<file path="src/rtl/cell_stream_ibuf.sv">
// cell_stream_ibuf
// Packet input buffer: captures one-cycle-strobed 4-word stream packets
// (header, datax, datay, datas) into a small packet FIFO and serializes
// each packet as four 32-bit AXI-stream beats with tvalid/tready/tlast.
//
// Optional feature macro: CELL_STREAM_IBUF_DROP_CNT_EN
//   defined   -> drop_count counts dropped packets, saturating at 0xFFFF
//   undefined -> drop counter omitted, drop_count tied to 0
//
// All outputs are decoded from registered state only; tready and the
// stream_in_* inputs never reach tvalid/tlast/tdata/full combinationally.
module cell_stream_ibuf #(
  parameter int DEPTH_LOG2 = 2
) (
  input  logic        clk,
  input  logic        rst_n,
  input  logic        stream_in_valid,
  input  logic [31:0] stream_in_header,
  input  logic [31:0] stream_in_datax,
  input  logic [31:0] stream_in_datay,
  input  logic [31:0] stream_in_datas,
  output logic        tvalid,
  input  logic        tready,
  output logic        tlast,
  output logic [31:0] tdata,
  output logic        full,
  output logic [15:0] drop_count
);

  localparam int DEPTH = 1 << DEPTH_LOG2;
  localparam logic [DEPTH_LOG2:0] DEPTH_CNT = (DEPTH_LOG2 + 1)'(DEPTH);

  // Packet storage: slot s occupies words {s, beat}, beat 0..3.
  logic [31:0]           r_mem [0:DEPTH*4-1];

  logic [DEPTH_LOG2-1:0] r_wr_ptr;
  logic [DEPTH_LOG2-1:0] r_rd_ptr;
  logic [DEPTH_LOG2:0]   r_count;
  logic [1:0]            r_beat;

  logic w_tvalid;
  logic w_xfer;
  logic w_pop;
  logic w_push;

  // A beat leaves when the head packet is presented and the sink is ready.
  // The last beat of a packet frees its slot, which a simultaneous push may
  // reuse on the same edge even when the FIFO is full.
  assign w_tvalid = (r_count != '0);
  assign w_xfer   = w_tvalid && tready;
  assign w_pop    = w_xfer && (r_beat == 2'd3);
  assign w_push   = stream_in_valid && ((r_count < DEPTH_CNT) || w_pop);

  // Output decode from registered state; tdata is forced to 0 while idle.
  assign tvalid = w_tvalid;
  assign tlast  = w_tvalid && (r_beat == 2'd3);
  assign tdata  = w_tvalid ? r_mem[{r_rd_ptr, r_beat}] : 32'h0;
  assign full   = (r_count == DEPTH_CNT);

  // Write an accepted packet into the slot at the write pointer. Storage is
  // not cleared by reset; pushes are ignored while reset is asserted.
  always_ff @(posedge clk) begin
    if (rst_n && w_push) begin
      r_mem[{r_wr_ptr, 2'd0}] <= stream_in_header;
      r_mem[{r_wr_ptr, 2'd1}] <= stream_in_datax;
      r_mem[{r_wr_ptr, 2'd2}] <= stream_in_datay;
      r_mem[{r_wr_ptr, 2'd3}] <= stream_in_datas;
    end
  end

  // Write pointer advances one slot per accepted packet.
  always_ff @(posedge clk) begin
    if (!rst_n) begin
      r_wr_ptr <= '0;
    end else if (w_push) begin
      r_wr_ptr <= r_wr_ptr + 1'b1;
    end
  end

  // Beat index walks 0..3 through the head packet; wrapping to 0 pops it.
  always_ff @(posedge clk) begin
    if (!rst_n) begin
      r_beat   <= 2'd0;
      r_rd_ptr <= '0;
    end else if (w_xfer) begin
      r_beat <= r_beat + 2'd1;
      if (w_pop) begin
        r_rd_ptr <= r_rd_ptr + 1'b1;
      end
    end
  end

  // Packet occupancy: a push and a pop on the same edge cancel out.
  always_ff @(posedge clk) begin
    if (!rst_n) begin
      r_count <= '0;
    end else if (w_push && !w_pop) begin
      r_count <= r_count + 1'b1;
    end else if (w_pop && !w_push) begin
      r_count <= r_count - 1'b1;
    end
  end

`ifdef CELL_STREAM_IBUF_DROP_CNT_EN
  logic        w_drop;
  logic [15:0] r_drop_cnt;

  // A strobe that cannot be stored is dropped whole.
  assign w_drop = stream_in_valid && !w_push;

  // Saturating count of dropped packets, cleared only by reset.
  always_ff @(posedge clk) begin
    if (!rst_n) begin
      r_drop_cnt <= 16'h0;
    end else if (w_drop && (r_drop_cnt != 16'hFFFF)) begin
      r_drop_cnt <= r_drop_cnt + 16'h1;
    end
  end

  assign drop_count = r_drop_cnt;
`else
  assign drop_count = 16'h0;
`endif

endmodule

</file>
<file path="config.mk">
export PLATFORM = sky130hd
export DESIGN_NAME = cell_stream_ibuf
export DESIGN_NICKNAME = d
export VERILOG_FILES = /design/src/rtl/cell_stream_ibuf.sv
export SDC_FILE = /design/constraint.sdc
export NUM_CORES = 1
export LEC_CHECK = 0
export CORE_MARGIN = 2
export CORE_UTILIZATION = 45
export DETAILED_ROUTE_END_ITERATION = 12
export GPL_ROUTABILITY_DRIVEN = 0
export PLACE_DENSITY = 0.61
export SYNTH_ARGS = -nofsm -noshare
export SYNTH_HDL_FRONTEND = slang
export SYNTH_SLANG_ARGS = --single-unit
</file>
<file path="constraint.sdc">
create_clock -name clk -period 7.7 [get_ports clk]
set_input_delay 2.31 -clock clk [delete_from_list [all_inputs] [get_ports clk]]
set_output_delay 2.31 -clock clk [all_outputs]
set_load 0.02 [all_outputs]
</file>
After elaboration in Yosys (flattened, before gate mapping)
Memories as Yosys holds them, arrays and structs flattened.
Cells that the tools add are included.

word-level totals
  memories = 1
  output and inout bits = 51
  memory bits (writable) = 512
  flip-flop bits (word level) = 9
  bits in read-only memories = 0
  input bits = 132
  latch bits = 0
  logic and storage cells = 31

memory list
  memory  depth  width  rd ports  clocked after memory_dff  wr ports  line  RTL
  r_mem   16     32     1         0                         4         34    logic [31:0] r_mem [0:DEPTH*4-1];

cells by class
  multiply operators = 0
  bitwise gates (word level) = 0
  eq/ne operators = 2
  $add $sub $neg = 5
  shift operators = 0
  divide/modulo/power cells = 0
  reduce and logical (&&, ||, !) cells = 13
  $lt $le $gt $ge = 1
  mux-type cells = 5

operator list
  cell                                                                number
  32-bit two-way mux                                                  1
  1-bit logical AND                                                   7
  2-bit by 1-bit adder with 2-bit output, second input constant       3
  3-bit two-way mux                                                   2
  3-bit by 1-bit adder with 3-bit output, second input constant       1
  3-bit == test, second input constant                                1
  3-bit < comparator, second input constant                           1
  3-bit nonzero test                                                  1
  3-bit by 1-bit subtractor with 3-bit output, second input constant  1
  2-bit == test, second input constant                                1
  1-bit logical NOT                                                   2
  1-bit two-way mux                                                   2
  2-bit AND reduction                                                 1
  2-bit nonzero test                                                  1
  1-bit logical OR                                                    1

Logic depth before layout (Yosys ltp)
Gate-level depths: netlist (run 1).

  depth in word-level cells = 9
  mapped depth = 9

Worst setup path after synthesis (run 1)
Ideal clock, no wire load.

  kind = input to register
  from = input tready
  to = memory r_mem[10][0], enable pin
  stages on the path = 3
  slack = 1.415 ns
  library setup time = 0.503 ns
  required time = 7.197 ns
  buffers on the path = 0
  arrival = 5.781 ns
  cell sequence = nand2_1 > a21boi_1 > and3_1

RTL lines
  element             line  RTL
  start: declaration  23    input logic tready,
  end: declaration    34

Final worst setup path (run 1)
  from = register r_beat[0]
  to = output tdata[3]

on the way
  cells in the longest elaborated chain, start to end = 2

ends and longest elaborated chain
  element                   line  RTL
  start: declaration        39    logic [1:0] r_beat;
  start signal: assignment  86    r_beat <= r_beat + 2'd1;
  memory read 16 x 32 bit   --
  32-bit two-way mux        57    assign tdata = w_tvalid ? r_mem[{r_rd_ptr, r_beat}] : 32'h0;
  end: declaration          25    output logic [31:0] tdata,

Every way passes these cells.

==> results of run 1 <==
==> state kept, by name, indices dropped and copies added (netlist names) <==
register  flops
r_mem       512
r_count       3
r_beat        2
r_rd_ptr      2
r_wr_ptr      2
==> stage by stage <==
step / power, mW / utilization (%) / cells / area, um^2
6_report: 7.219 / 54.85 / 1685 / 24100
5_1_grt: 7.490 / 54.85 / 1684 / 24100
4_1_cts: 7.313 / 54.85 / 1684 / 24100
3_5_place_dp: 4.569 / 50.56 / 1584 / 22210
3_3_place_gp: 4.554 / 50.56 / 1584 / 22210
2_1_floorplan: 4.175 / - / 872 / 19970
==> tightest hold or removal path: cells and delay by family, from the launching register on <==
kind,cells,cell delay [ps]
and+or+nand+nor,1,60
muxes,1,130
DFF,1,330
==> cells in the mapped netlist, types with 3 or more instances <==
master	count	area (um^2)
and3_1	5	31.28
and2_1	6	37.54
nand2_1	34	127.6
ha_1	6	75.07
a22oi_1	42	315.3
buf_4	21	157.7
dfxtp_1	9	180.2
nor3b_1	3	22.52
buf_2	10	50.05
buf_6	4	45.04
clkbuf_1	20	75.07
a22oi_2	20	250.2
xnor2_1	5	43.79
buf_1	3	11.26
edfxtp_1	512	15370
inv_1	3	11.26
mux4_2	127	2860
==> logic make-up after synthesis <==
kind of cell | count (synthesis) | synth area share (%)
flip-flops | 521 | 78.13
multiplexers | 130 | 14.60
AO/OA/AOI/OAI | 69 | 3.098
buffers and inverters | 64 | 1.929
AND/OR/NAND/NOR | 59 | 1.483
adder cells (fa/ha/maj) | 7 | 0.4776
XOR/XNOR | 6 | 0.2639
other | 1 | 0.01884
==> routing by layer <==
metal | vias up | wire length (um)
met1 | 4717 | 16610
li1 | 4000 | -
met3 | 59 | 2113
met4 | 2 | 751
met5 | - | 13
met2 | 243 | 19600
==> how the worst max path moves through the flow <==
stage / cells after the start / start / end
2_1_floorplan: 3 / tready / r_mem[10][0]
3_3_place_gp: 5 / r_beat[0] / tdata[2]
3_5_place_dp: 5 / tready / r_mem[14][14]
4_1_cts: 5 / r_beat[0] / tdata[13]
5_1_grt: 5 / r_beat[0] / tdata[13]
6_report: 5 / r_beat[0] / tdata[3]
==> cell type report <==
cell class                      count  share of cell area, %
Clock buffer                       64                  6.028
Clock inverter                     36                  1.796
Antenna cell                        1                0.01038
Tap cell                          592                  3.074
Timing Repair Buffer              180                  7.591
Sequential cell                   521                  64.58
Multi-Input combinational cell    287                  16.86
Inverter                            4                0.06231
==> power groups by stage <==
stage / registers (mW) / logic (mW) / clock network (mW)
6_report: 3.37 / 1.12 / 2.74
5_1_grt: 3.39 / 1.20 / 2.91
4_1_cts: 3.37 / 1.14 / 2.80
3_5_place_dp: 3.43 / 1.14 / 0
3_3_place_gp: 3.43 / 1.13 / 0
2_1_floorplan: 3.37 / 0.804 / 0
==> impl_summary.log, run 1 <==
INFO  metric run_status = complete, no violations
INFO  metric route.vias.total = 9021
INFO  metric comb_power_share = 15.5%
INFO  metric min_to = r_wr_ptr[1]
INFO  metric detail_route.first_pass.iterations = 5
INFO  metric tritoncts_clock_tree = yes
INFO  metric grt-ovfl-total = 0
INFO  metric slowest_stage = dfxtp_4
INFO  metric start_util = 45.32%
INFO  metric worstHoldStart = r_wr_ptr[1]
INFO  metric worst_hold_path_type = register to register
INFO  metric holdWs = 565.6 ps
INFO  metric worstPathBufferInverterCount = 2
INFO  metric detailedPlacementHpwl = 22500 um
INFO  metric clock_power_share = 37.9%
INFO  metric busiest_layer = met2
INFO  metric number_of_cells_produced_by_synthesis = 857
INFO  metric grt.total_usage = 17.17%
INFO  metric cts.htree.levels = 2
INFO  metric ys_seq_area_share = 78.13%
INFO  metric crit_path_max_fanout = 46
INFO  metric grt_util_met1 = 22.91%
INFO  metric via_per_inst = 5.354
INFO  metric fin_tns_setup = 0 ps
INFO  metric cts_num_sinks = 521
INFO  metric tightestPinTransition = 1063 ps
INFO  metric power.net_switching = 1.697 mW
INFO  metric power_density = 299.6 nW/um^2
INFO  metric timing.final.max_slew_violations = 0
INFO  metric seqCellArea = 15560 um^2
INFO  metric insertion_delay = 590 ps
INFO  metric grt_antenna_before_repair = 1
INFO  metric async_flop_share = 0%
INFO  metric leakage_power = 7.525 nW
INFO  metric p_int = 5.523 mW
INFO  metric count_of_buffers_added_by_post_cts_timing_repair_for_setup = 0
INFO  metric start_kind = register
INFO  metric pwr-share-seq = 46.6%
INFO  metric die_x = 214.3 um
INFO  metric clockBufferDepth = 3
INFO  metric portBuffers = 166
INFO  metric globalRouteMet3Util = 3.532%
INFO  metric yosys_warnings = 0
INFO  metric die_h = 214.3 um
INFO  metric post-place-ws = 2353 ps
INFO  metric postRouteAntennaNets = 0
INFO  metric synth_enable_flop_cells = 512
INFO  metric switching_fraction_of_total_power = 23.50%
INFO  metric drt_wl_total = 39090 um
INFO  metric io_pins = 183
INFO  metric report.final.setup_viol = 0
INFO  metric worst_ep_arrival_time = 3550 ps
INFO  metric cts.repair.resized = 0
INFO  metric design.final.nets = 1187
INFO  metric layout_commonest_cell = edfxtp_1
INFO  metric clk_pin_slew = 60 ps
INFO  metric synth-seq-cells = 521
INFO  metric grt_max_degree = 91
INFO  metric worst-setup-path-type = register to output pin
INFO  metric layout.cells.most_common_list = edfxtp_1, clkdlybuf4s50_1, mux4_2, clkbuf_16, a22oi_1
INFO  metric cts_root_buffer = clkbuf_16
INFO  metric timing.critical_path.slowest_cell_delay = 960 ps
INFO  metric worstHoldPathCells = 2
INFO  metric number_of_global_route_vias_before_repair = 9637
INFO  metric cts_inserted_buffers = 54
INFO  metric multi_input_comb_area = 4063 um^2
INFO  metric first_pass_grt_wire_length = 59280 um
INFO  metric drcViolationCount = 0
INFO  metric timing.final.crit_period = 5862 ps
INFO  metric avgRoutedWirePerCell = 23.20 um
INFO  metric rr_worst_depth = 5
INFO  metric setup_slack = 1838 ps
INFO  metric vdd_drop_max = 0.2161 mV
INFO  metric yosys.cell_types.count = 38
INFO  metric timing.fmax = 170.6 MHz
INFO  metric cell_family_contributing_the_most_delay_on_the_critical_path = buffers and inverters
INFO  metric endpoint_of_the_lowest_slack_register_to_register_path = r_mem[9][13]
INFO  metric maxCapViolations = 0
INFO  metric drt_iter0_markers = 599
INFO  metric post_route_cells_drive_above_1_share = 23.44%
INFO  metric final_min_period_over_clock_period = 76.12%
INFO  metric postSynth.topFlopCell = edfxtp_1
INFO  metric post_synthesis_instance_area = 19910 um^2
INFO  metric core_area = 43930 um^2
INFO  metric r2r_slack = 3880 ps
INFO  metric timing.rr.start = r_beat[1]
INFO  metric syn-mean-instance-area = 23.23 um^2
INFO  metric syn2layout_area_growth = 21.04%
INFO  metric placementRows = 77
INFO  metric area_of_the_die = 45940 um^2
INFO  metric timing.critical_path.cells = buf_4 > mux4_2 > a22oi_1 > nand2_1 > clkdlybuf4s50_1
INFO  metric global_route.usage.met2 = 28.60%
INFO  metric holdBufCountCts = 0
INFO  metric hold_viol = 0
INFO  metric crit_required = 5390 ps
INFO  metric layout.filler_cells = 3372
INFO  metric type_of_destination_of_the_critical_path = output pin
INFO  metric maxSlewHeadroom = 29.13%
INFO  metric clock_skew = 11.55 ps
INFO  metric grt_setup_unrepaired = no
No activity file was read; power rests on OpenSTA's default activity.
==> inputs of run 2 (changes only) <==
Clock period 7.7 ns to 5.9 ns, I/O delays scaled along.
==> run 2 against run 1 <==
  * Routed wire length fell by 1.9%
  * Final area barely moved
  * Setup slack got worse by 940 ps
  * Sequential cell count did not move
  * Combinational power rose by 34%
  * Clock power rose by 22%
  * First-iteration DRC count rose by 4.5%
  * Die area did not move
  * Count of clock-buffer cells in the layout did not move
  * Sequential power rose by 30%
  * Final cell count rose by 0.18%
  * Largest cell class unchanged
  * Largest power group unchanged
  * Highest routed layer unchanged
==> impl_summary.log, run 2 (synthesis results as in run 1) <==
INFO  metric type_of_destination_of_the_critical_path = output pin (unchanged)
INFO  metric layout.cells.most_common_list = edfxtp_1, clkdlybuf4s50_1, mux4_2, clkbuf_16, a22oi_1 (unchanged)
INFO  metric area_of_the_die = 45940 um^2 (unchanged)
INFO  metric worst_ep_arrival_time = 3230 ps (was 3550 ps)
INFO  metric start_util = 45.32% (unchanged)
INFO  metric worst_hold_path_type = register to register (unchanged)
INFO  metric post-place-ws = 1410 ps (was 2353 ps)
INFO  metric report.final.setup_viol = 0 (unchanged)
INFO  metric maxCapViolations = 0 (unchanged)
INFO  metric setup_slack = 903.0 ps (was 1838 ps)
INFO  metric first_pass_grt_wire_length = 59370 um (was 59280 um)
INFO  metric postRouteAntennaNets = 0 (unchanged)
INFO  metric top_register = r_mem (unchanged)
INFO  metric worstHoldStart = r_wr_ptr[1] (unchanged)
INFO  metric insertion_delay = 590 ps (about the same)
INFO  metric detail_route.first_pass.iterations = 4 (was 5)
INFO  metric io_pins = 183 (unchanged)
INFO  metric timing.fmax = 200.1 MHz
INFO  metric drt_iter0_markers = 626 (was 599)
INFO  metric clockBufferDepth = 3 (unchanged)
INFO  metric grt-ovfl-total = 0 (unchanged)
INFO  metric placementRows = 77 (unchanged)
INFO  metric die_x = 214.3 um (unchanged)
INFO  metric cts_inserted_buffers = 53 (was 54)
INFO  metric portBuffers = 166 (unchanged)
INFO  metric clock_skew = 14.96 ps (was 11.55 ps)
INFO  metric grt_antenna_before_repair = 1 (unchanged)
INFO  metric cts_root_buffer = clkbuf_16 (unchanged)
INFO  metric leakage_power = 7.515 nW (was 7.525 nW)
INFO  metric maxSlewHeadroom = 43.37% (was 29.13%)
INFO  metric run_status = complete, no violations (unchanged)
INFO  metric crit_path_max_fanout = 39 (was 46)
INFO  metric worst-setup-path-type = register to output pin (unchanged)
INFO  metric r2r_slack = 2590 ps (was 3880 ps)
INFO  metric antennaDiodeCount = 0 (was 1)
INFO  metric grt.total_usage = 17.11% (was 17.17%)
INFO  metric crit_required = 4130 ps (was 5390 ps)
INFO  metric power_density = 382.9 nW/um^2 (was 299.6 nW/um^2)
INFO  metric holdBufCountCts = 0 (unchanged)
INFO  metric via_per_inst = 5.348 (was 5.354)
INFO  metric cts.htree.levels = 2 (unchanged)
INFO  metric post_route_cells_drive_above_1_share = 23.72% (was 23.44%)
INFO  metric die_h = 214.3 um (unchanged)
INFO  metric tightestPinTransition = 849.5 ps (was 1063 ps)
INFO  metric clk_pin_slew = 60 ps (about the same)
INFO  metric layout_commonest_cell = edfxtp_1 (unchanged)
INFO  metric syn2layout_area_growth = 20.95% (was 21.04%)
INFO  metric timing.critical_path.slowest_cell_delay = 900 ps (was 960 ps)
INFO  metric cts_num_sinks = 521 (unchanged)
INFO  metric finalPower = 9.221 mW (was 7.219 mW)
INFO  metric avgRoutedWirePerCell = 22.73 um (was 23.20 um)
INFO  metric hold_viol = 0 (unchanged)
INFO  metric layout_top_registers = r_mem: 512 flops, r_count: 3 flops (unchanged)
INFO  metric timing.final.crit_period = 4997 ps
INFO  metric largest_register_ff_count = 512 (unchanged)
INFO  metric layout.cells.non_filler = 1688 (was 1685)
INFO  metric seqCellArea = 15560 um^2 (unchanged)
INFO  metric timing.critical_path.cells = buf_12 > mux4_2 > a22oi_1 > nand2_1 > clkdlybuf4s50_1 (was buf_4 > mux4_2 > a22oi_1 > nand2_1 > clkdlybuf4s50_1)
INFO  metric utilization = 54.81% (was 54.85%)
INFO  metric grt_max_degree = 129 (was 91)
INFO  metric design.final.nets = 1191 (was 1187)
INFO  metric worstPathBufferInverterCount = 2 (unchanged)
INFO  metric multi_input_comb_area = 4063 um^2 (unchanged)
INFO  metric layout.filler_cells = 3363 (was 3372)
INFO  metric place_inst = 1589 (was 1584)
INFO  metric timing.rr.start = r_beat[0] (was r_beat[1])
INFO  metric fin_tns_setup = 0 ps (unchanged)
INFO  metric core_area = 43930 um^2 (unchanged)
INFO  metric slowest_stage = dfxtp_4 (unchanged)
INFO  metric cell_family_contributing_the_most_delay_on_the_critical_path = flip-flops (was buffers and inverters)
INFO  metric start_kind = register (unchanged)
INFO  metric drt_wl_total = 38360 um (was 39090 um)
INFO  metric timing.final.max_slew_violations = 0 (unchanged)
INFO  metric startpoint = r_beat[0] (unchanged)
INFO  metric drcViolationCount = 0 (unchanged)
INFO  metric route.vias.total = 9028 (was 9021)
INFO  metric tritoncts_clock_tree = yes (unchanged)
INFO  metric grt_setup_unrepaired = no (unchanged)
INFO  metric cts.repair.resized = 0 (unchanged)
INFO  metric number_of_global_route_vias_before_repair = 9770 (was 9637)
INFO  metric count_of_buffers_added_by_post_cts_timing_repair_for_setup = 0 (unchanged)
INFO  metric final_min_period_over_clock_period = 84.70%
INFO  metric vdd_drop_max = 0.3343 mV (was 0.2161 mV)
INFO  metric detailedPlacementHpwl = 22110 um (was 22500 um)
## run 2: final cells by class
type	instances	area share [%]
Inverter	4	0.06235
Multi-Input combinational cell	287	16.87
Clock inverter	35	1.533
Timing Repair Buffer	185	8.064
Clock buffer	64	5.767
Sequential cell	521	64.63
Tap cell	592	3.076
## run 2: path summary, 6_finish.rpt
check | endpoint | cells past startpoint
worst max-delay path | tdata[13] | 5
worst min-delay path | r_wr_ptr[1] | 2
worst max register to register | r_mem[10][16] | 5
worst min register to register | r_wr_ptr[1] | 2
## run 2: through the flow
step	area [um^2]	hold WS (ps)
after global placement	22320	566.1
final	24080	574.6
after floorplan	19970	518.7
after global routing	24080	646.2
after CTS	24080	581.6
after detailed placement	22320	571.9
## run 2: metal layers
metal / vias to the layer above / part of all wire, % / track usage [%]
met3: 70 / 5.2 / 4.000
li1: 4005 / - / -
met4: 2 / 2.4 / 5.231
met5: - / 0.034 / 0
met2: 226 / 50 / 28.53
met1: 4725 / 43 / 22.56
## run 2: where the power goes
group | switching [mW] | internal, mW | total (mW)
Combinational | 0.721 | 0.779 | 1.50
Sequential | 0.115 | 4.27 | 4.38
Clock | 1.35 | 1.99 | 3.34
## run 2: tightest hold or removal path, stage by stage, from the launching register on
cell,delay [ps]
dfxtp_1,340
mux2i_1,130
nor2b_1,60
